`src/rtl/wb_stage_seq.sv`:
```
// Registered write-back stage: selects one of eight sources, waits on slow data memory, retires entries.
// Optional macro WB_MEM_TIMEOUT_EN bounds the memory wait and raises a sticky mem_err on expiry.
module wb_stage_seq #(
  parameter int DATA_W      = 16,
  parameter int RADDR_W     = 3,
  parameter int CNT_W       = 16,
  parameter int MEM_TIMEOUT = 15
) (
  input  logic               clk,
  input  logic               rst,
  input  logic               in_valid,
  output logic               in_ready,
  input  logic               flush,
  input  logic [2:0]         wb_sel,
  input  logic               wr_en_in,
  input  logic [RADDR_W-1:0] wr_reg_in,
  input  logic               halt_in,
  input  logic [DATA_W-1:0]  alu_out,
  input  logic [DATA_W-1:0]  dmem_out,
  input  logic [DATA_W-1:0]  rs_val,
  input  logic [DATA_W-1:0]  pc_2,
  input  logic               dmem_done,
  input  logic               zero,
  input  logic               lt,
  input  logic               lte,
  input  logic               cout,
  output logic               rf_we,
  output logic [RADDR_W-1:0] rf_waddr,
  output logic [DATA_W-1:0]  rf_wdata,
  output logic               retire_pulse,
  output logic [CNT_W-1:0]   retire_cnt,
  output logic               halted,
  output logic               mem_err
);

  typedef enum logic {RUN, WAIT_MEM} state_t;

  state_t             state_q, state_d;
  logic               rf_we_q, rf_we_d;
  logic [RADDR_W-1:0] rf_waddr_q, rf_waddr_d;
  logic [DATA_W-1:0]  rf_wdata_q, rf_wdata_d;
  logic               retire_pulse_q, retire_pulse_d;
  logic [CNT_W-1:0]   retire_cnt_q, retire_cnt_d;
  logic               halted_q, halted_d;
  logic               pend_we_q, pend_we_d;
  logic [RADDR_W-1:0] pend_reg_q, pend_reg_d;
  logic               pend_halt_q, pend_halt_d;

  logic               accept;
  logic [DATA_W-1:0]  sel_data;
  logic               do_retire;
  logic               ret_we;
  logic [RADDR_W-1:0] ret_reg;
  logic [DATA_W-1:0]  ret_data;
  logic               ret_halt;

`ifdef WB_MEM_TIMEOUT_EN
  localparam int TMO_W = $clog2(MEM_TIMEOUT + 1);
  logic [TMO_W-1:0] tmo_cnt_q, tmo_cnt_d;
  logic             mem_err_q, mem_err_d;
  assign mem_err = mem_err_q;
`else
  assign mem_err = 1'b0;
`endif

  assign in_ready = (state_q == RUN) && !halted_q;
  assign accept   = in_valid && in_ready && !flush;

  always_comb begin
    case (wb_sel)
      3'd0:    sel_data = alu_out;
      3'd1:    sel_data = dmem_out;
      3'd2:    sel_data = pc_2;
      3'd3:    sel_data = rs_val;
      3'd4:    sel_data = {{(DATA_W-1){1'b0}}, zero};
      3'd5:    sel_data = {{(DATA_W-1){1'b0}}, lt};
      3'd6:    sel_data = {{(DATA_W-1){1'b0}}, lte};
      default: sel_data = {{(DATA_W-1){1'b0}}, cout};
    endcase
  end

  always_comb begin
    state_d        = state_q;
    rf_we_d        = 1'b0;
    retire_pulse_d = 1'b0;
    rf_waddr_d     = rf_waddr_q;
    rf_wdata_d     = rf_wdata_q;
    retire_cnt_d   = retire_cnt_q;
    halted_d       = halted_q;
    pend_we_d      = pend_we_q;
    pend_reg_d     = pend_reg_q;
    pend_halt_d    = pend_halt_q;
    do_retire      = 1'b0;
    ret_we         = 1'b0;
    ret_reg        = pend_reg_q;
    ret_data       = dmem_out;
    ret_halt       = 1'b0;
`ifdef WB_MEM_TIMEOUT_EN
    tmo_cnt_d      = tmo_cnt_q;
    mem_err_d      = mem_err_q;
`endif

    case (state_q)
      RUN: begin
        if (accept) begin
          if (wb_sel != 3'd1 || dmem_done) begin
            do_retire = 1'b1;
            ret_we    = wr_en_in;
            ret_reg   = wr_reg_in;
            ret_data  = sel_data;
            ret_halt  = halt_in;
          end else begin
            pend_we_d   = wr_en_in;
            pend_reg_d  = wr_reg_in;
            pend_halt_d = halt_in;
            state_d     = WAIT_MEM;
`ifdef WB_MEM_TIMEOUT_EN
            tmo_cnt_d   = '0;
`endif
          end
        end
      end
      WAIT_MEM: begin
        // flush has priority over a memory return arriving in the same cycle
        if (flush) begin
          state_d = RUN;
        end else if (dmem_done) begin
          do_retire = 1'b1;
          ret_we    = pend_we_q;
          ret_halt  = pend_halt_q;
          state_d   = RUN;
        end
`ifdef WB_MEM_TIMEOUT_EN
        else if (tmo_cnt_q == TMO_W'(MEM_TIMEOUT - 1)) begin
          do_retire = 1'b1;
          ret_we    = pend_we_q;
          ret_data  = '0;
          ret_halt  = pend_halt_q;
          mem_err_d = 1'b1;
          state_d   = RUN;
        end else begin
          tmo_cnt_d = tmo_cnt_q + TMO_W'(1);
        end
`endif
      end
      default: state_d = RUN;
    endcase

    if (do_retire) begin
      rf_we_d        = ret_we;
      rf_waddr_d     = ret_reg;
      rf_wdata_d     = ret_data;
      retire_pulse_d = 1'b1;
      retire_cnt_d   = retire_cnt_q + CNT_W'(1);
      if (ret_halt) halted_d = 1'b1;
    end
  end

  always_ff @(posedge clk) begin
    if (rst) begin
      state_q        <= RUN;
      rf_we_q        <= 1'b0;
      rf_waddr_q     <= '0;
      rf_wdata_q     <= '0;
      retire_pulse_q <= 1'b0;
      retire_cnt_q   <= '0;
      halted_q       <= 1'b0;
      pend_we_q      <= 1'b0;
      pend_reg_q     <= '0;
      pend_halt_q    <= 1'b0;
`ifdef WB_MEM_TIMEOUT_EN
      tmo_cnt_q      <= '0;
      mem_err_q      <= 1'b0;
`endif
    end else begin
      state_q        <= state_d;
      rf_we_q        <= rf_we_d;
      rf_waddr_q     <= rf_waddr_d;
      rf_wdata_q     <= rf_wdata_d;
      retire_pulse_q <= retire_pulse_d;
      retire_cnt_q   <= retire_cnt_d;
      halted_q       <= halted_d;
      pend_we_q      <= pend_we_d;
      pend_reg_q     <= pend_reg_d;
      pend_halt_q    <= pend_halt_d;
`ifdef WB_MEM_TIMEOUT_EN
      tmo_cnt_q      <= tmo_cnt_d;
      mem_err_q      <= mem_err_d;
`endif
    end
  end

  assign rf_we        = rf_we_q;
  assign rf_waddr     = rf_waddr_q;
  assign rf_wdata     = rf_wdata_q;
  assign retire_pulse = retire_pulse_q;
  assign retire_cnt   = retire_cnt_q;
  assign halted       = halted_q;

endmodule

```
`config.mk`:
```
export PLATFORM = sky130hd
export DESIGN_NAME = wb_stage_seq
export DESIGN_NICKNAME = d
export VERILOG_FILES = /design/src/rtl/wb_stage_seq.sv
export SDC_FILE = /design/constraint.sdc
export NUM_CORES = 1
export LEC_CHECK = 0
export ABC_AREA = 0
export BUFFER_PORTS_ARGS = -buffer_cell sky130_fd_sc_hd__buf_2
export CAP_MARGIN = 10
export CORE_MARGIN = 5
export CORE_UTILIZATION = 49
export DETAILED_ROUTE_END_ITERATION = 8
export PLACE_DENSITY = 0.86
export SLEW_MARGIN = 5
export SYNTH_ARGS = -nofsm -noshare
export SYNTH_HDL_FRONTEND = slang
export SYNTH_SLANG_ARGS = --single-unit
```
`constraint.sdc`:
```
create_clock -name clk -period 3.5 [get_ports clk]
set_input_delay 0.175 -clock clk [delete_from_list [all_inputs] [get_ports clk]]
set_output_delay 0.175 -clock clk [all_outputs]
set_load 0.02 [all_outputs]
```
==> impl_metrics.json <==
{
  "synth_nets": 349,
  "hold_path_startpoint": "wr_reg_in[2]",
  "n_antenna_cell": 0,
  "worstSkewPairLatency_ns": 0.29,
  "cts.root.buffer_cell": "clkbuf_8",
  "setup_total_negative_slack_ns": 0,
  "yosysTopAreaCellShare": 0.376,
  "max-cap-violations": 0,
  "io_pins": 121,
  "mappedNetlistArea_mm2": 0.00234,
  "drt-wirelength-per-cell_um": 15.7,
  "endpoint_kind": "flop",
  "power.clock.fraction": 0.275,
  "required_ns": 3.71,
  "critical_path_source": "halted$_SDFFE_PP0P_",
  "power_density_mw_per_mm2": 342,
  "finalHoldViolations": 0,
  "clock-sinks": 44,
  "final_net_count": 457,
  "internal_power_w": 0.000744,
  "final_slew_violations": 0,
  "drt-total-wl_um": 6700,
  "part_of_the_yosys_area_used_for_sequential_elements": 0.376,
  "grt_util_all_layers": 0.217,
  "yosys-top-cells-count": "dfxtp_1 (44), nor2_1 (26), a21oi_1 (23)",
  "maxClockFrequency_mhz": 425,
  "port-buffer-count": 119,
  "number_of_antenna_violations_at_the_first_check_in_global_routing": 0,
  "synthToLayoutAreaGrowth_pct": 28.0,
  "total_leakage_power_nw": 1.31,
  "min-delay-path-class": "in -> reg",
  "worst-setup-path-type": "reg -> reg",
  "dr.pass1.iters": 5,
  "cp_data_arrival_time_ns": 2.56,
  "synth-edff-count": 0,
  "cts_setup_buffers": 0,
  "die_w_um": 79.1,
  "initial_utilization": 0.499,
  "cts_tree": "done",
  "synth_area_leader_cell": "dfxtp_1",
  "path_max_fanout": 20,
  "synthesis.area_per_instance_um2": 8.77,
  "synthArstFlopShare": 0,
  "power.switching_w": 0.000281,
  "via_density_per_instance": 5.95,
  "ctsResizeCount": 0,
  "dr_total_vias": 2540,
  "clk_pin_slew_worst_paths_ns": 0.08,
  "place_hpwl_um": 5090,
  "ys_top_cells_by_area": "dfxtp_1 (38%), mux2_2 (8.7%), a221oi_1 (6.0%), a22o_1 (5.6%), a21oi_1 (4.9%)",
  "drc": 0,
  "status": "finished, final reports clean",
  "comb_power_share": 0.208,
  "worstReg2RegStart": "halted$_SDFFE_PP0P_",
  "post-route-period-util": 0.671,
  "postRouteAntennaNets": 0,
  "die_area_mm2": 0.00626,
  "worst_slew_margin_rel": 0.331,
  "clk_path_buf_depth": 2,
  "grt_setup_unrepaired": "false",
  "finalSetupViolCount": 0,
  "placeableCoreArea_mm2": 0.00469,
  "cts-htree-levels": 2,
  "grt_remaining_overflow": 0,
  "placement_rows": 25,
  "cts_buffers": 5,
  "cts_hold_buf": 0,
  "sw_frac_of_total": 0.274,
  "postSynthRegisterBits": 44,
  "critPathLaunchType": "flop",
  "yosys_warnings": 0,
  "first_global_vias": 2452,
  "synth.most_common_cell": "dfxtp_1",
  "pin_count_of_the_biggest_net_entering_global_routing": 48,
  "grt_pass1_wl_um": 11000,
  "syn_inst": 267,
  "synthFlopType": "dfxtp_1",
  "final.min_clock_period_ns": 2.35,
  "layout-drive-gt1-share": 0.408,
  "power.sequential.fraction": 0.518,
  "ir_worst_vdd_mv": 0.226,
  "max_slew.worst_pin.slew_ns": 0.999,
  "drtIter0Drc": 132,
  "finClkSkew_ns": 0.00650,
  "synth_cell_types": 42,
  "finalPower_w": 0.00103,
  "place.gp.congestion": 0.815,
  "die-height_um": 79.1
}
power by group through the flow:
stage	Combinational, W	Sequential (W)	Clock [W]
finish	0.000213	0.000531	0.000281
global route	0.000233	0.000533	0.000309
CTS	0.000213	0.000531	0.000288
detailed placement	0.000213	0.000542	0
global placement	0.000208	0.000542	0
floorplan	0.000108	0.000563	0
per-stage QoR:
step	setup WS (ns)	area, um^2	cells	util	hold slack (ns)
finish	1.15	3000	427	0.639	0.149
global route	1.01	3000	427	0.639	0.141
CTS	1.14	3000	427	0.639	0.136
detailed placement	1.10	2930	422	0.624	0.446
global placement	1.20	2930	422	0.624	0.445
floorplan	1.32	2340	267	-	0.322
worst max-delay path: stages, from the launching register on:
cell,delay [ns]
dfxtp_1,0.36
or4b_4,0.58
o21ba_1,0.40
buf_4,0.27
or4_1,0.52
a21oi_1,0.14
state kept, by name, summed over array words and instances (netlist names):
signal	flops
halted	1
pend_halt_q	1
pend_reg_q	3
pend_we_q	1
retire_cnt	16
retire_pulse	1
rf_waddr	3
rf_wdata	16
rf_we	1
state_q	1
cell families (layout without fill, tap and decap cells):
| group | count (synthesis) | in the layout | share of synthesized area |
|---|---|---|---|
| other cells | 1 | 1 | 0.00160 |
| simple gates | 98 | 98 | 0.230 |
| fa+ha+maj | 1 | 1 | 0.00534 |
| flops | 44 | 44 | 0.376 |
| mux | 20 | 20 | 0.0951 |
| xor+xnor | 1 | 1 | 0.00374 |
| buf+inv | 25 | 131 | 0.0502 |
| compound gates | 77 | 77 | 0.238 |
final timing paths:
kind	to	slack (ns)	depth (start not counted)
max	retire_cnt[7]$_SDFFE_PP0P_	1.15	5
min	pend_reg_q[2]$_SDFFE_PP0P_	0.15	3
max reg2reg	retire_cnt[7]$_SDFFE_PP0P_	1.15	5
min reg2reg	pend_reg_q[2]$_SDFFE_PP0P_	0.46	2
layer usage:
| layer | track usage | part of all wire |
|---|---|---|
| met1 | 0.262 | 0.39 |
| met2 | 0.372 | 0.50 |
| met3 | 0.0669 | 0.095 |
| met4 | 0.0619 | 0.012 |
| met5 | 0 | 0 |
cell usage in the layout (no fill, tap or decap), drive strengths merged, types with 5 or more instances in the layout:
cell type	n
a21oi	23
a221oi	16
a22o	15
buf	123
clkbuf	5
dfxtp	44
mux2	18
nand2	17
nand3	8
nor2	26
nor3	16
o31ai	9
or4	9
final cells by class:
cell class	count	area, um^2
Sequential cell	44	881
Tap cell	54	67.6
Inverter	3	11.3
Multi-Input combinational cell	198	1340
Clock buffer	5	68.8
Timing Repair Buffer	123	626
Fill cell	416	1690
Note: power is estimated with default switching activity, not from simulation.
